$ cat config.mk
export PLATFORM = sky130hd
export DESIGN_NAME = ram_sdp_be
export DESIGN_NICKNAME = d
export VERILOG_FILES = /design/src/rtl/ram_sdp_be.sv
export SDC_FILE = /design/constraint.sdc
export NUM_CORES = 2
export LEC_CHECK = 0
export ABC_AREA = 1
export BUFFER_PORTS_ARGS = -buffer_cell sky130_fd_sc_hd__buf_2
export CORE_AREA = 4 4 396 554
export CTS_CLUSTER_DIAMETER = 120
export DETAILED_ROUTE_END_ITERATION = 10
export DIE_AREA = 0 0 400 558
export SLEW_MARGIN = 0
export SYNTH_ARGS = -nofsm -noshare
export SYNTH_HDL_FRONTEND = slang
export SYNTH_SLANG_ARGS = --single-unit
$ cat constraint.sdc
create_clock -name clk -period 5.43 [get_ports clk]
set_clock_uncertainty 0.15 [all_clocks]
set_input_delay 1.086 -clock clk [delete_from_list [all_inputs] [get_ports clk]]
set_output_delay 1.086 -clock clk [all_outputs]
set_load 0.005 [all_outputs]
$ cat src/rtl/ram_sdp_be.sv
// Simple-dual-port RAM with byte enables, selectable read-during-write and an optional output register.
// A clear engine zeroes the whole array after reset or on request, one word per cycle.
module ram_sdp_be #(
    parameter int ADDR_WIDTH  = 12,
    parameter int DATA_WIDTH  = 32,
    parameter int DEPTH       = 64,
    parameter bit OUT_REG     = 1'b0,
    parameter bit WRITE_FIRST = 1'b0
) (
    input  logic                    clk,
    input  logic                    rst,
    input  logic                    clear,
    output logic                    busy,
    input  logic                    wr_en,
    input  logic [ADDR_WIDTH-1:0]   wr_addr,
    input  logic [DATA_WIDTH-1:0]   wr_data,
    input  logic [DATA_WIDTH/8-1:0] wr_be,
    input  logic                    rd_en,
    input  logic [ADDR_WIDTH-1:0]   rd_addr,
    output logic [DATA_WIDTH-1:0]   rd_data,
    output logic                    rd_valid
);

    localparam int NB = DATA_WIDTH / 8;
    localparam int AW = (DEPTH > 2) ? $clog2(DEPTH) : 1;
    localparam logic [ADDR_WIDTH:0] DEPTH_W = (ADDR_WIDTH + 1)'(DEPTH);
    localparam logic [AW-1:0] LAST = AW'(DEPTH - 1);

    typedef enum logic {CLEAR, READY} state_t;

    state_t                state;
    logic [AW-1:0]         ptr;
    logic [DATA_WIDTH-1:0] mem [0:DEPTH-1];

    logic [AW-1:0]         wr_idx;
    logic [AW-1:0]         rd_idx;
    logic                  wr_in;
    logic                  rd_in;
    logic                  wr_go;
    logic                  rd_go;
    logic [DATA_WIDTH-1:0] wr_merged;
    logic [DATA_WIDTH-1:0] rd_word;
    logic                  s_valid;
    logic [DATA_WIDTH-1:0] s_data;

    assign wr_idx = wr_addr[AW-1:0];
    assign rd_idx = rd_addr[AW-1:0];
    assign wr_in  = ({1'b0, wr_addr} < DEPTH_W);
    assign rd_in  = ({1'b0, rd_addr} < DEPTH_W);
    assign wr_go  = (state == READY) && wr_en && wr_in;
    assign rd_go  = (state == READY) && rd_en;
    // busy is the FSM state seen from outside: high exactly while CLEAR owns the array.
    assign busy   = (state == CLEAR);

    always_comb begin
        wr_merged = mem[wr_idx];
        for (int b = 0; b < NB; b++) begin
            if (wr_be[b]) wr_merged[8*b +: 8] = wr_data[8*b +: 8];
        end
    end

    always_comb begin
        rd_word = '0;
        if (rd_in) begin
            if (WRITE_FIRST && wr_go && (wr_idx == rd_idx)) rd_word = wr_merged;
            else                                             rd_word = mem[rd_idx];
        end
    end

    // The array itself has no reset; the clear engine owns it while in CLEAR.
    always_ff @(posedge clk) begin
        if (state == CLEAR) mem[ptr] <= '0;
        else if (wr_go)     mem[wr_idx] <= wr_merged;
    end

    always_ff @(posedge clk or posedge rst) begin
        if (rst) begin
            state <= CLEAR;
            ptr   <= '0;
        end else begin
            case (state)
                CLEAR: begin
                    if (ptr == LAST) begin
                        state <= READY;
                        ptr   <= '0;
                    end else begin
                        ptr <= ptr + 1'b1;
                    end
                end
                READY: begin
                    if (clear) begin
                        state <= CLEAR;
                        ptr   <= '0;
                    end
                end
                default: begin
                    state <= CLEAR;
                    ptr   <= '0;
                end
            endcase
        end
    end

    always_ff @(posedge clk or posedge rst) begin
        if (rst) begin
            s_valid <= 1'b0;
            s_data  <= '0;
        end else begin
            s_valid <= rd_go;
            if (rd_go) s_data <= rd_word;
        end
    end

    generate
        if (OUT_REG) begin : g_out_reg
            always_ff @(posedge clk or posedge rst) begin
                if (rst) begin
                    rd_valid <= 1'b0;
                    rd_data  <= '0;
                end else begin
                    rd_valid <= s_valid;
                    if (s_valid) rd_data <= s_data;
                end
            end
        end else begin : g_no_out_reg
            assign rd_valid = s_valid;
            assign rd_data  = s_data;
        end
    endgenerate

endmodule

==> run_results.csv <==
group,metric,value,unit
logic_synthesis,synth.distinct_cells,27,
finish,area_growth,12.80,%
floorplanning,initial_utilization,0.3984,
hold_path,hold_path_class,"in -> async",
sta,fmax,240.4,MHz
clock_network,cts.sinks,2088,
place,portBuffers,98,
logic_synthesis,synth_top_cell_area_share,0.7213,
logic_synthesis,syn_area,85260,sq um
logic_synthesis,yosys.area_share.simple,0.2407,
clock_network,cts_root_buffer,"clkbuf_16",
clock_network,clk_latency,860,ps
worst_setup_path,cpMostUsedCell,"nand2_1",
worst_setup_path,cp_data_arrival_time,4450,ps
clock_network,clkTransAtPathRegs,60,ps
drt,ant_nets,0,
clock_network,htreeDepth,4,
logic_synthesis,synth_seq_cells,2088,
drt,drt-initial-drc-count,7190,
sta,setup_violations,0,
worst_setup_path,crit_buf_inv,1,
worst_setup_path,cp_slowest_cell,"nor2_1",
floorplanning,dieArea,223200,sq um
worst_setup_path,required,5720,ps
worst_setup_path,reg2reg_to,"mem[2][25]",
floorplanning,num_rows,201,
worst_setup_path,cp-start-kind,"register",
sta,final-max-slew-violation-count,0,
clock_network,holdBufCountCts,0,
logic_synthesis,syn_nets,7585,
logic_synthesis,yosys.area_share.xor_xnor,0.0003082,
global_route,grt_use_total,0.2325,
pwr,powerDensity,366.2,nW/um^2
logic_synthesis,synth_top_family_by_area,"simple AND/OR/NAND/NOR gates",
drt,via_per_inst,5.502,
logic_synthesis,avgSynthCellArea,11.34,sq um
sta,relSlewSlack,0.1462,
sta,layout_min_cycle_time,4160,ps
global_route,grt_max_degree,153,
drt,totalWireLength,264.7,mm
floorplanning,fp.coreArea,214000,sq um
worst_setup_path,crit_fanout,17,
drt,drc_errors,0,
sta,setup_tns,0,ps
worst_setup_path,critPathTopFamily,"simple AND/OR/NAND/NOR gates",
worst_setup_path,r2r-start,"state",
sta,hold_violations,0,
logic_synthesis,syn_inst,7519,
place,placedCellCount,10172,
floorplanning,dieWidth,400,um
drt,first_pass_iters,6,
place,gp_congestion,0.9467,
logic_synthesis,yosys_warnings,0,
worst_setup_path,crit_type,"reg -> reg",
worst_setup_path,endpoint_kind,"register",
logic_synthesis,synth_area_leaders,"edfxtp_1 (72%), nand2_1 (13%), nand3_1 (10%)",
logic_synthesis,synth_compound_area_frac,0.001512,
global_route,antenna_found_initial,20,
drt,vias,57934,
sta,post-route-worst-setup-slack,1270,ps
clock_network,cts_tree,"built",
finish,drive_above_1_share,0.08193,
finish,finalNetCount,7594,
finish,layout.cells.non_filler,10529,
logic_synthesis,yosysSeqAreaShare,0.7330,
place,dp_hpwl,167.8,mm
finish,ff_latch_area,62500,sq um
place,dp_slack,732.6,ps
status,status,"finished, final reports clean",
logic_synthesis,synthMuxAreaShare,0,
finish,fill_cells,19386,
clock_network,clockBufferDepth,4,
worst_setup_path,rrSetupSlack,1270,ps
drt,wl_per_cell,25.14,um
logic_synthesis,synth-adder-area-share,0.0001468,
global_route,grt_pass1_vias,56372,
logic_synthesis,yosys.area.top_type,"edfxtp_1",
pwr,ir_drop,0.2781,mV
clock_network,numCtsBuffers,196,
finish,postLayoutCoreUtil,0.4494,
floorplanning,die_y,558,um
worst_setup_path,r2r_cells,12,
global_route,grt_pass1_wl,378.1,mm
worst_setup_path,cp_cell_sequence,"nand2_1 -> inv_2 -> nand2_1 -> nor2_4 -> o21ai_2 -> nand2_4 -> nand2_1 -> o21ai_1 -> nand2_1 -> nor2_2 -> nand2_1 -> nor2_1",
clock_network,cts_resized,0,
floorplanning,ioPinCount,99,
sta,finalCritPeriodShare,0.7660,
finish,multiInputGateArea,20990,sq um
pwr,leakage,0.03669,uW
sta,tightest_slew,1276,ps
worst_setup_path,max_stage_delay,770,ps
clock_network,post_cts_buffers,0,
global_route,grt-ovfl-total,0,
job,cap_viol_max_count,0,
sta,rsz0062_at_grt,"false",
==> Yosys cell counts, drive strengths merged <==
| cell | number |
|---|---|
| a21oi | 6 |
| a22oi | 1 |
| buf | 100 |
| clkbuf | 379 |
| dfrtp | 40 |
| edfxtp | 2048 |
| ha | 1 |
| inv | 58 |
| nand2 | 2853 |
| nand3 | 1699 |
| nor2 | 314 |
| nor3 | 1 |
| nor4 | 2 |
| o21ai | 10 |
| o22ai | 3 |
| or2 | 1 |
| xnor2 | 1 |
| xor2 | 2 |
==> state kept, by name, indices dropped and copies added (netlist names) <==
signal    flops
mem        2048
ptr           6
rd_data      32
rd_valid      1
state         1
==> area by class of cell <==
cell class,instances,area share
diodes,10,0.0002602
clock buffers,244,0.05438
clock inverters,103,0.008300
inverters,58,0.002537
multi-input cells,4894,0.2183
flip-flops and latches,2088,0.6498
well taps,2842,0.03697
repair buffers,290,0.02943
==> worst register-to-register path: stages (launching register included) <==
cell and delay (ps):
dfrtp_1 530, nand2_1 110, inv_2 60, nand2_1 80
nor2_4 280, o21ai_2 180, nand2_4 250, nand2_1 90
o21ai_1 110, nand2_1 150, nor2_2 360, nand2_1 620
nor2_1 770
==> cell usage in the layout (no fill, tap or decap), types with 10 or more instances in the layout <==
cell          n
buf_12       69
buf_2        93
buf_4       125
bufinv_16    10
clkbuf_1     38
clkbuf_16   200
clkinv_1     43
clkinv_2     37
dfrtp_1      40
diode_2      10
edfxtp_1   2048
inv_1        47
nand2_1    2851
nand3_1    1699
nor2_1      265
nor2_4       44
==> cells by family after synthesis <==
kind of cell / Yosys count
AND/OR/NAND/NOR: 4870
flip-flops: 2088
buffers and inverters: 537
AO/OA/AOI/OAI: 20
XOR/XNOR: 3
adder cells (fa/ha/maj): 1
==> where the power goes <==
group / switching [uW] / internal, uW / leakage [uW]
Combinational: 2740 / 748 / 0.0126
Clock: 5880 / 7290 / 0.00296
Sequential: 196 / 18400 / 0.0211
==> stage by stage <==
stage	hold slack, ps	area, sq um	power (uW)
after floorplan	322.4	85260	20840
after global routing	279.2	96150	36280
after detailed placement	311.2	90120	22330
after CTS	227.3	96150	35300
final	242.2	96180	35220
after global placement	311.8	90120	22280
==> metal layers <==
layer  wire, um  up-vias  track usage
met1      98470    28287       0.2913
met3      22810      683      0.04034
met4      17190       20       0.1288
li1           -    26107            -
met5        117        -            0
met2     126100     2837       0.3828
==> how the worst max path moves through the flow <==
stage,startpoint,end,depth (start not counted)
after floorplan,wr_addr[6],mem[0][10],9
after global placement,wr_addr[11],mem[2][24],12
after detailed placement,wr_addr[11],mem[51][20],12
after CTS,state,mem[51][19],12
after global routing,state,mem[15][20],12
final,state,mem[2][25],12
(Power assumes the default switching activity.)
